`src/rtl/sha256_msg_sched.sv`:
```
// SHA-256 message schedule: loads 16 message words, then streams W[0..63]
// through a 16-deep shift register with the FIPS 180-4 expansion.
module sha256_msg_sched (
    input  logic        clk,
    input  logic        rst,
    input  logic        in_valid,
    output logic        in_ready,
    input  logic [31:0] in_word,
    output logic        w_valid,
    input  logic        w_ready,
    output logic [31:0] W,
    output logic [5:0]  round,
    output logic        w_first,
    output logic        w_last
);

    localparam int unsigned WORD_W  = 32;
    localparam int unsigned DEPTH   = 16;
    localparam int unsigned CNT_W   = 4;
    localparam int unsigned ROUND_W = 6;

    typedef enum logic {ST_LOAD, ST_EMIT} state_t;

    state_t              state;
    state_t              state_nxt;
    logic [CNT_W-1:0]    load_cnt;
    logic [ROUND_W-1:0]  round_cnt;
    logic [WORD_W-1:0]   r [DEPTH];
    logic [WORD_W-1:0]   w_new;
    logic                in_xfer;
    logic                out_xfer;
    logic                load_done;
    logic                emit_done;

    function automatic logic [WORD_W-1:0] sig0(input logic [WORD_W-1:0] x);
        return {x[6:0], x[31:7]} ^ {x[17:0], x[31:18]} ^ {3'b000, x[31:3]};
    endfunction

    function automatic logic [WORD_W-1:0] sig1(input logic [WORD_W-1:0] x);
        return {x[16:0], x[31:17]} ^ {x[18:0], x[31:19]} ^ {10'b0, x[31:10]};
    endfunction

    // Handshake flags are decoded from the state register only
    assign in_ready  = (state == ST_LOAD);
    assign w_valid   = (state == ST_EMIT);
    assign in_xfer   = in_valid && in_ready;
    assign out_xfer  = w_valid && w_ready;
    assign load_done = in_xfer && (load_cnt == CNT_W'(DEPTH - 1));
    assign emit_done = out_xfer && (round_cnt == ROUND_W'(63));

    assign W       = r[0];
    assign round   = round_cnt;
    assign w_first = w_valid && (round_cnt == ROUND_W'(0));
    assign w_last  = w_valid && (round_cnt == ROUND_W'(63));

    // r[0..15] holds W[t..t+15]; the next word is W[t+16]
    assign w_new = sig1(r[14]) + r[9] + sig0(r[1]) + r[0];

    always_ff @(posedge clk) begin
        if (rst) begin
            state <= ST_LOAD;
        end else begin
            state <= state_nxt;
        end
    end

    always_comb begin
        state_nxt = state;
        case (state)
            ST_LOAD: if (load_done) state_nxt = ST_EMIT;
            ST_EMIT: if (emit_done) state_nxt = ST_LOAD;
            default: state_nxt = ST_LOAD;
        endcase
    end

    always_ff @(posedge clk) begin
        if (rst) begin
            load_cnt  <= '0;
            round_cnt <= '0;
        end else begin
            if (in_xfer) begin
                load_cnt <= load_cnt + CNT_W'(1);
            end
            if (load_done) begin
                round_cnt <= '0;
            end else if (out_xfer) begin
                round_cnt <= round_cnt + ROUND_W'(1);
            end
        end
    end

    // Schedule storage is intentionally not reset; a new block overwrites it
    always_ff @(posedge clk) begin
        if (!rst) begin
            if (in_xfer) begin
                r[load_cnt] <= in_word;
            end else if (out_xfer) begin
                for (int i = 0; i < 15; i++) begin
                    r[i] <= r[i+1];
                end
                r[15] <= w_new;
            end
        end
    end

endmodule

```
`config.mk`:
```
export PLATFORM = sky130hd
export DESIGN_NAME = sha256_msg_sched
export DESIGN_NICKNAME = d
export VERILOG_FILES = /design/src/rtl/sha256_msg_sched.sv
export SDC_FILE = /design/constraint.sdc
export NUM_CORES = 1
export LEC_CHECK = 0
export ABC_AREA = 1
export CORE_UTILIZATION = 35
export CTS_CLUSTER_SIZE = 40
export DETAILED_ROUTE_END_ITERATION = 8
export SYNTH_ARGS = -nofsm -noshare
export SYNTH_HDL_FRONTEND = slang
export SYNTH_SLANG_ARGS = --single-unit
```
`constraint.sdc`:
```
create_clock -name clk -period 4.4 [get_ports clk]
set_clock_uncertainty 0.2 [all_clocks]
set_input_delay 0.66 -clock clk [delete_from_list [all_inputs] [get_ports clk]]
set_output_delay 0.66 -clock clk [all_outputs]
set_load 0.05 [all_outputs]
```
# After elaboration in Yosys (flattened, before gate mapping)
# Memories as Yosys holds them, arrays and structs flattened.
# Index checks and enable logic that the tools add are counted.
# classes
n_addsub	5
n_eq_ne	2
mux	13
bitwise_logic	5
n_reduce_logical	9
# op_table
operator	count
adder 32 bit	3
XOR 32 bit	2
two-way mux 32 bit	1
OR reduction 32 bit	1
XOR 32 x 22 -> 32 bit	1
XOR 32 x 29 -> 32 bit	1
two-way mux 1 bit	10
adder 6 x 1 -> 6 bit (second input constant)	1
== test 6 bit (second input constant)	1
logical AND 1 bit	6
zero test 6 bit	1
adder 4 x 1 -> 4 bit (second input constant)	1
== test 4 bit (second input constant)	1
two-way mux 4 bit	1
case mux 1 bit (2 select lines)	1
OR reduction 2 bit	1
NOT 1 bit	1
# totals
regBits	11
mem_bits_rw	512
in_bits	36
out_inout_bits	42
wordCells	38
memories	1
# memory_table
memory	words	width	read_ports	rd_ports_with_merged_regs	wr	line	text
r	16	32	16	0	16	28	logic [WORD_W-1:0] r [DEPTH];

# Logic depth before layout (Yosys ltp)
# logic_depth
depth_word	7
depth_mapped	20
mapped_depth_nobuf	20

# Worst setup path before layout
# No wires, ideal clock.
# synth_path
kind	register to register
from	register state, in the netlist w_valid
to	memory r[12][0] (enable)
setup_ns	0.470
t_arrival_ns	3.867
required_ns	3.730
setup_slack_ns	-0.137
stages_incl_launch_ff	6
n_path_buf	0
period_less_slack_ns	4.537
path_cell_list	dfxtp_1 > inv_1 > nand2_1 > nor2_1 > inv_1 > o31ai_1
# synth_lines
item	line	text
from (decl)	24	state_t state;
from (signal assigned)	63	state <= state_nxt;
to (decl)	28	

==> summary.md <==
| Metric | Value |
|---|---|
| Reg2reg start | `r[1][17]$_DFFE_PP_` |
| Relative slew margins | `43.7%` |
| Final Hold Viols | `0` |
| Synth Area in Adders | `6.58%` |
| Synthesized net count | `2727` |
| Delay-heaviest family, CP | `adder cells` |
| Combinational power share | `9.4%` |
| Drt first-iter violations | `1789` |
| Clock Power Share | `42.8%` |
| DRC violations left | `6` |
| # hold bufs at CTS | `0` |
| Net Sw Frac | `23.8%` |
| Mapped cell area | `25900 µm²` |
| Synthesized flop and latch total | `523` |
| Most frequent cells in the layout | `nand2_1, edfxtp_1, inv_1, clkdlybuf4s50_1, xor2_1` |
| GRT Util Overall | `19.7%` |
| Final Cycle Share | `96.8%` |
| Mean area per synthesized cell | `10.0 µm²` |
| Core area | `73100 µm²` |
| Initial antenna violation count | `0` |
| # H-tree levels | `2` |
| Clk sinks | `523` |
| DP HPWL | `51900 µm` |
| Total gr overflow | `0` |
| Final ANT Viol Nets | `0` |
| Most common cell after layout, fill and taps aside | `nand2_1` |
| Area growth syn-to-layout | `16.3%` |
| FFs w/ async S/R, synth | `0%` |
| Mux cell area share after synthesis | `0%` |
| FILL cells | `7152` |
| # nets final | `2822` |
| Post-synthesis xor/xnor area fraction | `4.23%` |
| Crit start category | `flip-flop` |
| Status | `finished, violations left` |
| Root Driver | `clkbuf_16` |
| GP Congestion | `0.967` |
| Drt pass-1 iters | `8` |
| CP max FO | `5` |
| DR vias | `17700` |
| Post-synth cell types | `34` |
| Clock transition at the registers of the reported paths | `0.06 ns` |
| Share of cells above drive strength 1 | `7.48%` |
| Net Switching | `0.00276 W` |
| Design Power | `0.0116 W` |
| CTS tree | `done` |
| Cells after Synth | `2592` |
| Crit. End Element | `flip-flop` |
| Setup TNS | `0 ns` |
| Number of max-cap violations | `0` |
| Total CTS buffers | `53` |
| DRT Wirelength | `73600 µm` |
| First-pass GRT wire length | `109000 µm` |
| Leak Pwr | `12.2 nW` |
| Crit path launch | `r[1][17]$_DFFE_PP_` |
| CP Data Required Time | `4.56 ns` |
| Hold WC Path Type | `reg -> reg` |
| Setup violations, final | `0` |
| Fin. max-slew vios | `0` |
| Min Tclk post-route | `4.26 ns` |
| Inserted Diodes | `0` |
| Via density | `4.79` |
| Core Rows | `99` |
| Ys Warns | `0` |
| Clock latency on the worst-skew pair | `0.62 ns` |
| Io pins | `78` |
| DIE HEIGHT | `274 µm` |
| Slew @ Worst Pin | `0.844 ns` |
| Critical path class | `reg -> reg` |
| Largest family of logic cells by synthesized area | `simple AND/OR/NAND/NOR gates` |
| Synth Area in Compound Gates | `1.89%` |
| Post-synth EDFFs | `512` |
| Synth Area in Simple Gates | `20.3%` |
| WP data arrival | `4.42 ns` |
| Sequential Power Share | `47.8%` |
| Clk buf depth | `3` |
| Hold path startpoint | `round[1]$_SDFFE_PP0P_` |
| Bufs and invs on worst path | `6` |
| Die width | `274 µm` |
| Critical Path Slowest Stage Cell | `fa_1` |
| VDD IR max | `0.294 mV` |
| Critical Path Max Stage Delay | `0.58 ns` |
| I/O Buffers | `77` |
| Cell Pwr Density | `384 nW/µm²` |
| Vias in the first global route | `17100` |
| Routed WL per cell | `20.0 µm` |
| DIE AREA | `75100 µm²` |
| Synth Flop Type | `edfxtp_1` |
| Sequential area share after synthesis | `60.2%` |
| Largest net degree at the start of global routing | `182` |
| CP cell instances | `xnor2_2, xor2_1, inv_1, fa_1, inv_1, fa_1, inv_1, ha_1, nand2_1, inv_1, nand2_1, nand2_1, inv_1, nand3_2, o21ai_0, buf_4, nand2_1` |
| Internal power | `0.00881 W` |
| Max Freq | `0.235 GHz` |
| Failing checks | `DRC` |
| Most frequent CP cell | `inv_1` |
| Initial Util | `35.5%` |
logic make-up after synthesis:
kind of cell	after synthesis
xor gates and xnor gates	125
buffers and inverters	423
AOI/OAI and AO/OA	92
adders and majority gates	99
DFF	523
and+or+nand+nor	1330
worst paths after layout:
path	to	slack, ns	depth (start not counted)
max	r[15][12]$_DFFE_PP_	0.14	17
min	round[1]$_SDFFE_PP0P_	0.30	2
max reg2reg	r[15][12]$_DFFE_PP_	0.14	17
min reg2reg	round[1]$_SDFFE_PP0P_	0.30	2
synthesized netlist by cell type (30+ instances only):
master / count / area, µm²
a21oi_1: 30 / 150
inv_1: 327 / 1230
nor2_1: 51 / 191
nand2_1: 1187 / 4460
buf_2: 63 / 315
xnor2_1: 57 / 499
fa_1: 62 / 1240
xor2_1: 68 / 596
nand3_1: 45 / 225
edfxtp_1: 512 / 15400
o21ai_0: 49 / 245
ha_1: 37 / 463
layout make-up:
type	instances	area, µm²	share of cell area, %
Sequential cell	523	15600	51.8
Tap cell	959	1200	3.98
Timing Repair Buffer	135	1370	4.54
Multi-Input combinational cell	1646	8860	29.4
Clock inverter	32	489	1.62
Clock buffer	63	1390	4.60
Inverter	328	1230	4.09
power groups by stage:
stage	Sequential, W	Combinational [W]	Clock (W)
floorplan	0.00567	0.000648	0
global placement	0.00564	0.00105	0
detailed placement	0.00564	0.00106	0
CTS	0.00553	0.00107	0.00501
global route	0.00553	0.00122	0.00519
finish	0.00553	0.00109	0.00494
what timing repair did:
| item | in CTS | in global routing |
|---|---|---|
| endpoints found under the setup margin | 4 | 22 |
| endpoints found under the hold margin | 0 | 0 |
| pin swaps | 1 | 3 |
| gates resized for setup | 0 | 27 |
| setup buffers | 2 | 7 |
per-layer routing:
metal	routed length (µm)	vias to the layer above	GRT usage, %
met4	1810	0	5.53
met3	5680	101	4.14
met1	32900	8610	27.4
met2	33300	607	30.9
met5	0	-	0
li1	-	8347	-
flip-flops by register name (all words and copies together) (netlist names):
| name | cells |
|---|---|
| load_cnt | 4 |
| w_valid | 1 |
| r | 512 |
| round | 6 |
worst register-to-register path, stage by stage, from the launching register on:
cell      delay [ns]
edfxtp_1        0.52
xnor2_2         0.25
xor2_1          0.21
inv_1           0.12
fa_1            0.58
inv_1           0.07
fa_1            0.47
inv_1           0.04
ha_1            0.33
nand2_1         0.17
inv_1           0.08
nand2_1         0.07
nand2_1         0.09
inv_1           0.09
nand3_2         0.14
o21ai_0         0.35
buf_4           0.19
nand2_1         0.05
per-stage QoR:
step	setup slack [ns]	std cells	utilization [%]	instance area [µm²]	hold WS [ns]
after floorplan	-0.137	2592	-	25900	0.295
after global placement	-0.136	3582	38.4	28100	0.291
after detailed placement	-0.0284	3582	38.4	28100	0.293
after CTS	0.00739	3679	41.0	29900	0.304
after global routing	-0.0196	3686	41.2	30100	0.328
final	0.142	3686	41.2	30100	0.296
(Power assumes the default switching activity.)
